File: src/rtl/matrix_pkg.sv
// Shared types and constants for the LED-matrix scroll scheduler: FSM state
// encoding, scroll geometry and a constant-width helper.
package matrix_pkg;

  localparam int SHIFT_W    = 3;
  localparam int MATRIX_DIM = 8;

  localparam logic [1:0] GAP_ENC  = 2'd0;
  localparam logic [1:0] REQ_ENC  = 2'd1;
  localparam logic [1:0] BUSY_ENC = 2'd2;
  localparam logic [1:0] ADV_ENC  = 2'd3;

  typedef enum logic [1:0] {
    ST_GAP  = GAP_ENC,
    ST_REQ  = REQ_ENC,
    ST_BUSY = BUSY_ENC,
    ST_ADV  = ADV_ENC
  } state_t;

  // Bits needed to hold 0..value-1, never less than one bit.
  function automatic int clog2(input int value);
    int r;
    r = 0;
    for (int i = 0; i < 31; i++) begin
      if ((1 << i) < value) r = i + 1;
    end
    return (r < 1) ? 1 : r;
  endfunction

endpackage

File: src/rtl/matrix_digit_fifo.sv
// Small synchronous digit FIFO with a registered full flag so that the ready
// seen by the producer never depends combinationally on a same-cycle pop.
module matrix_digit_fifo
  import matrix_pkg::*;
#(
  parameter int WIDTH = 1,
  parameter int DEPTH = 4
) (
  input  logic             clk,
  input  logic             reset,
  input  logic             push,
  input  logic [WIDTH-1:0] push_data,
  input  logic             pop,
  output logic             full,
  output logic             empty,
  output logic [WIDTH-1:0] head
);

  localparam int PTR_W = clog2(DEPTH);
  localparam int CNT_W = clog2(DEPTH) + 1;

  logic [WIDTH-1:0] mem [DEPTH];
  logic [PTR_W-1:0] wr_ptr;
  logic [PTR_W-1:0] rd_ptr;
  logic [CNT_W-1:0] count;
  logic [CNT_W-1:0] count_next;
  logic             full_q;
  logic             push_ok;
  logic             pop_ok;

  // A pop on an empty FIFO is dropped even if a push lands in the same cycle.
  assign push_ok = push && !full_q;
  assign pop_ok  = pop && (count != '0);
  assign full    = full_q;
  assign empty   = (count == '0);
  assign head    = mem[rd_ptr];

  always_comb begin
    count_next = count;
    if (push_ok && !pop_ok) count_next = count + CNT_W'(1);
    else if (!push_ok && pop_ok) count_next = count - CNT_W'(1);
  end

  always_ff @(posedge clk or posedge reset) begin
    if (reset) begin
      wr_ptr <= '0;
      rd_ptr <= '0;
      count  <= '0;
      full_q <= 1'b0;
    end else begin
      if (push_ok) wr_ptr <= wr_ptr + PTR_W'(1);
      if (pop_ok)  rd_ptr <= rd_ptr + PTR_W'(1);
      count  <= count_next;
      full_q <= (count_next == CNT_W'(DEPTH));
    end
  end

  always_ff @(posedge clk) begin
    if (push_ok) mem[wr_ptr] <= push_data;
  end

endmodule

File: src/rtl/chrisruk_scroll_sched.sv
// Frame scheduler for the 8x8 scroll renderer: paces frames, hands out one
// {cur, next, shift, blank} job per frame and rotates digits on shift wrap.
module chrisruk_scroll_sched
  import matrix_pkg::*;
#(
  parameter int DIGIT_W    = 1,
  parameter int FIFO_DEPTH = 4,
  parameter int FRAME_GAP  = 32,
  parameter int TIMEOUT    = 8192
) (
  input  logic               clk,
  input  logic               reset,
  input  logic               digit_valid,
  input  logic [DIGIT_W-1:0] digit_in,
  output logic               digit_ready,
  input  logic               pause,
  output logic               frame_req,
  input  logic               frame_ack,
  input  logic               frame_done,
  output logic [DIGIT_W-1:0] cur_digit,
  output logic [DIGIT_W-1:0] next_digit,
  output logic [SHIFT_W-1:0] shift,
  output logic               blank_cur,
  output logic               blank_next,
  output logic               timeout_err
);

  localparam int GAP_W = clog2(FRAME_GAP);
  localparam int TMO_W = clog2(TIMEOUT);
  localparam logic [GAP_W-1:0]   GAP_LAST   = GAP_W'(FRAME_GAP - 1);
  localparam logic [TMO_W-1:0]   TMO_LAST   = TMO_W'(TIMEOUT - 1);
  localparam logic [SHIFT_W-1:0] SHIFT_LAST = SHIFT_W'(MATRIX_DIM - 1);

  state_t             state;
  state_t             state_next;
  logic [GAP_W-1:0]   gap_cnt;
  logic [TMO_W-1:0]   tmo_cnt;
  logic               tmo_expire;
  logic               fifo_pop;
  logic               fifo_full;
  logic               fifo_empty;
  logic [DIGIT_W-1:0] fifo_head;

  assign tmo_expire  = (tmo_cnt == TMO_LAST);
  assign fifo_pop    = (state == ST_ADV) && (shift == SHIFT_LAST);
  assign digit_ready = !fifo_full;

  matrix_digit_fifo #(
    .WIDTH (DIGIT_W),
    .DEPTH (FIFO_DEPTH)
  ) u_fifo (
    .clk       (clk),
    .reset     (reset),
    .push      (digit_valid),
    .push_data (digit_in),
    .pop       (fifo_pop),
    .full      (fifo_full),
    .empty     (fifo_empty),
    .head      (fifo_head)
  );

  always_ff @(posedge clk or posedge reset) begin
    if (reset) state <= ST_GAP;
    else       state <= state_next;
  end

  // A done arriving in the expiry cycle wins, so the frame is not flagged.
  always_comb begin
    state_next = state;
    case (state)
      ST_GAP:  if ((gap_cnt == GAP_LAST) && !pause) state_next = ST_REQ;
      ST_REQ:  if (frame_ack) state_next = ST_BUSY;
      ST_BUSY: if (frame_done || tmo_expire) state_next = ST_ADV;
      ST_ADV:  state_next = ST_GAP;
      default: state_next = ST_GAP;
    endcase
  end

  always_comb begin
    frame_req = 1'b0;
    if (state == ST_REQ) frame_req = 1'b1;
  end

  // Gap count parks at its terminal value while paused.
  always_ff @(posedge clk or posedge reset) begin
    if (reset) begin
      gap_cnt     <= '0;
      tmo_cnt     <= '0;
      timeout_err <= 1'b0;
    end else begin
      if (state == ST_GAP) begin
        if (gap_cnt != GAP_LAST) gap_cnt <= gap_cnt + GAP_W'(1);
        else if (!pause)         gap_cnt <= '0;
      end else begin
        gap_cnt <= '0;
      end
      tmo_cnt <= (state == ST_BUSY) ? tmo_cnt + TMO_W'(1) : '0;
      if ((state == ST_BUSY) && tmo_expire && !frame_done) timeout_err <= 1'b1;
    end
  end

  always_ff @(posedge clk or posedge reset) begin
    if (reset) begin
      shift      <= '0;
      cur_digit  <= '0;
      next_digit <= '0;
      blank_cur  <= 1'b1;
      blank_next <= 1'b1;
    end else if (state == ST_ADV) begin
      if (shift != SHIFT_LAST) begin
        shift <= shift + SHIFT_W'(1);
      end else begin
        shift     <= '0;
        cur_digit <= next_digit;
        blank_cur <= blank_next;
        if (!fifo_empty) begin
          next_digit <= fifo_head;
          blank_next <= 1'b0;
        end else begin
          next_digit <= '0;
          blank_next <= 1'b1;
        end
      end
    end
  end

endmodule

File: config.mk
export PLATFORM = sky130hd
export DESIGN_NAME = chrisruk_scroll_sched
export DESIGN_NICKNAME = d
export VERILOG_FILES = /design/src/rtl/matrix_pkg.sv /design/src/rtl/matrix_digit_fifo.sv /design/src/rtl/chrisruk_scroll_sched.sv
export SDC_FILE = /design/constraint.sdc
export NUM_CORES = 1
export LEC_CHECK = 0
export ABC_AREA = 0
export CAP_MARGIN = 30
export CORE_AREA = 2 2 66 68
export CTS_BUF_LIST = sky130_fd_sc_hd__clkbuf_16
export CTS_CLUSTER_SIZE = 14
export DETAILED_ROUTE_END_ITERATION = 10
export DIE_AREA = 0 0 68 70
export PLACE_DENSITY = 0.77
export SETUP_SLACK_MARGIN = 0.3
export SLEW_MARGIN = 5
export SYNTH_ARGS = -nofsm -noshare
export SYNTH_HDL_FRONTEND = slang
export SYNTH_HIERARCHICAL = 1
export SYNTH_SLANG_ARGS = --single-unit
File: constraint.sdc
create_clock -name clk -period 3.55 [get_ports clk]
set_clock_uncertainty 0.05 [all_clocks]
set_input_delay 0.8875 -clock clk [delete_from_list [all_inputs] [get_ports clk]]
set_output_delay 0.8875 -clock clk [all_outputs]
set_load 0.01 [all_outputs]
## Word level (Yosys, flattened, before mapping)

Memories as Yosys holds them, arrays and structs flattened.
Index checks and enable logic that the tools add are counted.

| storage, ports and cells | value |
|---|---|
| register bits | 36 |
| RAM bits | 4 |
| input bits | 7 |
| output and inout bits | 10 |
| logic and storage cells | 70 |
| memories | 1 |

Memory list:

| memory | words | width | read ports | clocked after Yosys merged registers in | write ports | RTL line | source |
|---|---|---|---|---|---|---|---|
| u_fifo.mem | 4 | 1 | 1 | 0 | 1 | matrix_digit_fifo.sv:22 | `logic [WIDTH-1:0] mem [DEPTH];` |

| operators by class | value |
|---|---|
| add/subtract/negate cells | 7 |
| equal/unequal tests | 13 |
| multiplexer cells | 16 |
| bitwise gates (word level) | 1 |
| reduce and logical (&&, ||, !) cells | 19 |

Operators by type and width:

| operator | count |
|---|---|
| $mux 5 | 3 |
| $add 13x1->13 const B | 1 |
| $eq 13x13->1 const B | 1 |
| $mux 13 | 1 |
| $mux 3 | 3 |
| $logic_and 1x1->1 | 8 |
| $pmux 2 s4 | 1 |
| $add 3x1->3 const B | 2 |
| $eq 3x3->1 const B | 2 |
| $mux 2 | 3 |
| $ne 2x2->1 const B | 3 |
| $add 5x1->5 const B | 1 |
| $eq 5x5->1 const B | 1 |
| $logic_not 1->1 | 5 |
| $mux 1 | 5 |
| $ne 5x5->1 const B | 1 |
| $add 2x1->2 const B | 2 |
| $eq 2x2->1 const B | 2 |
| $logic_not 3->1 | 1 |
| $ne 3x2->1 const B | 1 |
| $ne 3x3->1 const B | 1 |
| $reduce_and 3->1 | 1 |
| $reduce_bool 3->1 | 1 |
| $sub 3x1->3 const B | 1 |
| other kinds (5) | 5 |

## Depth between registers and ports, before layout

Gate-level depths: netlist of the first run.

| logic depth | value |
|---|---|
| depth after elaboration | 7 |
| mapped depth | 9 |
| gate-level depth less buffers | 8 |

## Modules after synthesis

Netlist of the first run, hierarchy kept.

Modules (own cells, without submodules):

| module | times used | cells an instance | area an instance (sq um) | seq. area each (sq um) |
|---|---|---|---|---|
| chrisruk_scroll_sched | 1 | 131 | 1435.1 | 703.2 |
| matrix_digit_fifo | 1 | 59 | 705.7 | 320.3 |

## Worst setup path after synthesis of the first run

No wires, ideal clock.

| path | value |
|---|---|
| path kind | register to register |
| start | reg gap_cnt[0] |
| end | reg state[1] |
| setup time | 0.128 ns |
| data arrival time | 1.823 ns |
| required time | 3.372 ns |
| slack | 1.549 ns |
| stages on the path, launching flop included | 9 |
| buffers on the path | 1 |
| period minus slack after synthesis | 2.001 ns |
| path through | dfrtp_1 > ha_1 > and3_1 > ha_1 > clkbuf_1 > nand2b_1 > a22o_1 > a31oi_4 > mux2_1 |

| on the way | value |
|---|---|
| cells in the longest elaborated chain, start to end | 4 |

RTL lines:

| item | RTL line | source |
|---|---|---|
| start: declaration | chrisruk_scroll_sched.sv:36 | `logic [GAP_W-1:0] gap_cnt;` |
| start signal: assignment | chrisruk_scroll_sched.sv:92 | `if (gap_cnt != GAP_LAST) gap_cnt <= gap_cnt + GAP_W'(1);` |
| $eq 5x5->1 | chrisruk_scroll_sched.sv:71 | `ST_GAP: if ((gap_cnt == GAP_LAST) && !pause) state_next = ST_REQ;` |
| $logic_and 1x1->1 | chrisruk_scroll_sched.sv:71 |  |
| $ne 2x2->1 (no line) | - |  |
| $reduce_and 3->1 (no line) | - |  |
| end signal: assignment | chrisruk_scroll_sched.sv:64 | `else state <= state_next;` |
| end: declaration | chrisruk_scroll_sched.sv:34 | `state_t state;` |

Every way passes these cells.
A chain may end at the register's enable or synchronous reset.

## Worst setup path in the final report of the first run

| path | value |
|---|---|
| start | reg state[1] |
| end | out frame_req |

| on the way | value |
|---|---|
| cells in the longest elaborated chain, start to end | 2 |

RTL lines:

| item | RTL line | source |
|---|---|---|
| $eq 2x1->1 | chrisruk_scroll_sched.sv:81 | `if (state == ST_REQ) frame_req = 1'b1;` |
| $mux 1 | chrisruk_scroll_sched.sv:81 |  |
| end: declaration | chrisruk_scroll_sched.sv:17 | `output logic frame_req,` |

Every way passes these cells.

==> results of run 1 <==
==> power by group <==
part / total [uW] / internal (uW) / switching [uW]
sequential: 656 / 566 / 90.2
clock: 417 / 252 / 165
combinational: 560 / 282 / 277
total: 1630 / 1100 / 532
==> cells by family (layout without fill, tap and decap cells) <==
family	after synthesis	count (layout)
compound gates	22	22
xor+xnor	16	16
fa+ha+maj	17	17
buf+inv	22	43
flops	40	40
mux	8	8
simple gates	65	65
==> sequential cells by signal, summed over array words and instances, names as in the netlist <==
name	flops
gap_cnt	5
u_fifo/full	1
blank_next	1
blank_cur	1
u_fifo/mem	4
next_digit	1
tmo_cnt	13
u_fifo/rd_ptr	2
u_fifo/wr_ptr	2
timeout_err	1
shift	3
u_fifo/count	3
cur_digit	1
state	2
==> metrics by stage <==
step           utilization, %  hold WS [ps]  total power, uW
6_report                59.90         436.4             1633
5_1_grt                 59.90         469.4             1747
4_1_cts                 59.90         440.6             1649
3_5_place_dp            56.61         429.0             1222
3_3_place_gp            56.61         401.3             1194
2_1_floorplan               -         399.5             1053
==> placed cells by master, fill, tap and decap left out, drive strengths merged, types with 7 or more instances in the layout <==
cell type      count
ha                17
clkdlybuf4s50     16
and2              16
mux2               7
xor2               8
nand3             10
inv               18
dfrtp             34
nor2              10
xnor2              8
nand2             11
==> layout make-up <==
type	count	area (sq um)	area share, %
Sequential cell	40	1023	41.23
Multi-Input combinational cell	128	1018	41.03
Timing Repair Buffer	18	175.2	7.056
Clock buffer	5	125.1	5.040
Tap cell	52	65.06	2.621
Inverter	17	63.81	2.571
Clock inverter	3	11.26	0.4536
==> cells in the mapped netlist (3+ instances only) <==
cell type	count
ha_1	17
nand3_1	8
dfrtp_1	34
nor2_1	10
xnor2_1	8
and2_1	16
xor2_1	7
nand2_1	11
edfxtp_1	4
a21oi_1	4
mux2_2	6
inv_1	17
o21ai_0	5
nor3_1	3
==> critical path, cell delays in order (launching register included) <==
cell and delay [ps]:
dfrtp_1 420, inv_1 120, ha_1 180, clkdlybuf4s50_1 530
==> routing by layer <==
metal,vias up,GRT usage [%],share of wire (%)
li1,680,-,-
met1,650,21.75,46
met2,26,26.97,47
met3,9,5.797,4.9
met4,0,8.000,2.3
met5,-,0,0
==> how the worst max path moves through the flow <==
stage | slack, ps | startpoint | depth (start not counted) | endpoint
after CTS | 1070 | state[1] | 3 | frame_req
after global routing | 1010 | state[1] | 3 | frame_req
after detailed placement | 1090 | pause | 5 | state[1]
final | 1070 | state[1] | 3 | frame_req
after global placement | 1140 | pause | 5 | state[1]
after floorplan | 1550 | gap_cnt[0] | 8 | state[1]
==> metrics.yaml, run 1 <==
yosys_warnings: 6
ys_seq_area_share_pct: 47.81
place_congestion: 0.7229
place_ws_ps: 1092
vias_per_cell: 5.190
wl_per_cell_microns: 13.42
coreArea_sq_um: 4144
peakVddDrop_v: 0.0003833
cts_resized: 0
cts_setup_buffers: 0
period_share_pct: 69.72
start_kind: "register"
powerDensity_nw_per_um2: 657.7
synth_fa_ha_area_share_pct: 9.936
tightestPinTransition_ps: 510.3
critical_path.endpoint_type: "output pin"
reg2reg_slack_ps: 1480
synth_nets: 214
diodes: 0
cp_data_arrival_time_ps: 1540
fp.dieW_microns: 68
ys_ff_latch: 40
holdCritStartpoint: "timeout_err"
grt_pass1_wl_mm: 6.189
grt_max_degree: 29
leakagePower_uw: 0.001152
syn-cell-area_sq_um: 2141
clkLatencyLatePin_ps: 280
fillCellCount: 366
async_flop_share_pct: 90.00
worst_slack_ps: 1075
synth_top_area_share_pct: 39.74
clk_pin_slew_ps: 50
synthMuxAreaShare_pct: 4.734
dp_cells: 255
period_needed_ps: 2475
ios: 17
start_util_pct: 51.66
fin_tns_setup_ps: 0
drcViolationCount: 0
grt_overflow: 0
slew_violations: 0
maxCapViolCount: 0
cts-hold-fix-buffers: 0
critPathRequiredTime_ps: 2610
rsz0062_at_grt: "no"
yosys.area_share.xor_xnor_pct: 7.423
synth_top_cells_by_area: "dfrtp_1 40%, ha_1 9.9%, edfxtp_1 5.6%, and2_1 4.7%, xnor2_1 3.3%"
portBuffers: 16
vias: 1365
ant_nets: 0
clockBufferDepth: 2
path_max_fanout: 4
synthToLayoutAreaGrowth_pct: 15.96
nets: 234
placed_cell_area_sq_um: 2346
htree_num_levels: 2
setup_violations: 0
yosysTopAreaCell: "dfrtp_1"
timing.rr.end: "state[1]"
antenna_found_initial: 0
hpwlAfterDp_mm: 2.504
drt-initial-drc-count: 60
rows: 24
fmax_mhz: 404.0
status: "finished, final reports clean"
first_pass_iters: 4
hold_violations: 0
grt_usage_pct: 17.44
syn_inst: 190
cts_tree: "yes"
worstSetupPathType: "register to output pin"
drive_gt1_share_pct: 12.32
ys_types: 44
hold_path_depth: 1
stdcell_area_sq_um: 2482
routed_wl_mm: 3.530
max-slew-margin-rel_pct: 65.98
syn_area_per_cell_sq_um: 11.27
worstHoldEndpoint: "timeout_err"
r2r_start: "gap_cnt[0]"
r2r_cells: 7
die_area_sq_um: 4760
cts_root_buf: "clkbuf_16"
finalNonFillerCells: 263
cts_buffers: 5
synthSimpleGateAreaFrac_pct: 17.48
synth_top_family_by_area: "simple AND/OR/NAND/NOR gates"
synth_compound_area_share_pct: 8.007
synth_ff_type: "dfrtp_1"
die_h_microns: 70
hold_class: "register to register"
synth_edf_count: 4
grt_pass1_vias: 1380
cts_sinks: 40
Power figures use the tool's default switching activity.
==> run 2, diff against run 1 <==
Settings changed: CORE_AREA 2 2 66 68 to 2 2 68 70, DIE_AREA 0 0 68 70 to 0 0 70 72, PLACE_DENSITY 0.77 to 0.76.
Clock period 3.55 ns to 2.1 ns, I/O delays scaled along.
==> metrics.yaml, run 2 (synthesized netlist as in run 1, its figures left out) <==
portBuffers: 16
cts_tree: "yes"
rows: 24
drcViolationCount: 0
period_share_pct: 87.71
critPathCapture: "state[1]"
clockBufferDepth: 2
crit_slowest_cell: "dfrtp_1"
tightestPinTransition_ps: 502.5
vias: 1429
crit_family: "compound AO/OA/AOI/OAI gates"
hold_path_depth: 1
timing.rr.end: "state[1]"
coreArea_sq_um: 4264
setup_violations: 0
start_util_pct: 50.21
synthToLayoutAreaGrowth_pct: 26.18
vias_per_cell: 5.140
regMostFlops: "tmo_cnt"
start_kind: "register"
first_pass_iters: 4
antenna_found_initial: 0
max_stage_delay_ps: 390
r2r_start: "gap_cnt[1]"
cts_root_buf: "clkbuf_16"
critical_path.endpoint_type: "register"
clkLatencyLatePin_ps: 280
die_area_sq_um: 5040
mostFrequentLayoutCells: "34 x dfrtp_1, 16 x and2_1, 15 x buf_4"
powerDensity_nw_per_um2: 1141
startpoint: "gap_cnt[1]"
reg2reg_slack_ps: 260
placed_cell_area_sq_um: 2405
worstSetupPathType: "register to register"
reg.largest.list: "tmo_cnt x13, gap_cnt x5, u_fifo/mem x4"
hold_class: "register to register"
routed_wl_mm: 3.711
status: "finished, final reports clean"
grt_overflow: 0
fp.dieW_microns: 70
fillCellCount: 334
period_needed_ps: 1842
hold_violations: 0
critPathRequiredTime_ps: 2220
cp_num_buf_inv: 0
grt_usage_pct: 15.85
fin_tns_setup_ps: 0
fmax_mhz: 542.9
htree_num_levels: 2
wl_per_cell_microns: 13.35
cts_sinks: 40
grt_pass1_vias: 1475
largest_reg_flops: 13
hpwlAfterDp_mm: 2.390
stdcell_area_sq_um: 2701
drt-initial-drc-count: 81
die_h_microns: 72
leakagePower_uw: 0.001274
slew_violations: 0
diodes: 0
drive_gt1_share_pct: 26.55
max-slew-margin-rel_pct: 66.50
r2r_cells: 7
maxCapViolCount: 0
path_max_fanout: 4
cp_num_cells: 7
grt_pass1_wl_mm: 6.251
clk_pin_slew_ps: 60
path_cells: "ha_2 -> and3_4 -> ha_4 -> nand2b_1 -> a22o_1 -> a31oi_4 -> mux2_4"
ios: 17
rsz0062_at_grt: "yes"
cts_buffers: 5
cp_data_arrival_time_ps: 1960
place_congestion: 0.7936
ant_nets: 0
layout_commonest_cell: "dfrtp_1"
peakVddDrop_v: 0.0006220
grt_max_degree: 29
nets: 249
## run 2: area by class of cell
class | count | area, sq um | share of cell area, %
multi-input combinational | 129 | 1097 | 40.62
sequential | 40 | 1023 | 37.89
timing repair buffer | 32 | 285.3 | 10.56
clock buffer | 5 | 125.1 | 4.632
tap | 52 | 65.06 | 2.409
inverter | 17 | 63.81 | 2.362
clock inverter | 3 | 41.29 | 1.528
## run 2: metrics by stage
stage | utilization, % | worst slack (ps) | power [uW] | hold slack, ps | cells
3_5_place_dp | 56.40 | 109.0 | 2079 | 407.0 | 258
4_1_cts | 60.68 | 208.5 | 2963 | 418.5 | 269
3_3_place_gp | 56.40 | 138.1 | 2054 | 399.2 | 258
2_1_floorplan | - | 213.7 | 1795 | 290.7 | 190
5_1_grt | 63.35 | 193.8 | 3297 | 425.6 | 278
6_report | 63.35 | 258.1 | 3081 | 416.5 | 278
## run 2: layer usage
metal	vias to the layer above	part of all wire (%)	GRT usage (%)
met4	0	1.8	8.333
met3	5	2.3	3.333
met1	695	44	17.92
li1	712	-	-
met2	17	52	28.36
met5	-	0	0
## run 2: power breakdown
group	total (uW)	switching, uW	leakage, uW	internal [uW]
clock	858	300	0.0000841	558
sequential	1090	140	0.000507	955
combinational	1130	524	0.000683	604
total	3080	963	0.00127	2120
## run 2: what timing repair did
| item | 4_1_cts | 5_1_grt |
|---|---|---|
| resized for setup | 5 | 17 |
| cloned | 0 | 1 |
| hold buffers | 0 | 0 |
| pin swaps | 2 | 4 |
| buffers inserted | 3 | 8 |
| setup endpoints to repair | 8 | 9 |
## run 2: worst register-to-register path, stage by stage, from the launching register on
cell and delay (ps):
dfrtp_1 390, ha_2 210, and3_4 190, ha_4 120, nand2b_1 60, a22o_1 230, a31oi_4 180, mux2_4 310
## run 2: worst min-delay path by stage
stage                startpoint              end
detailed placement  timeout_err      timeout_err
finish              timeout_err      timeout_err
floorplan                 reset  u_fifo/count[0]
global placement    timeout_err      timeout_err
global route        timeout_err      timeout_err
CTS                 timeout_err      timeout_err
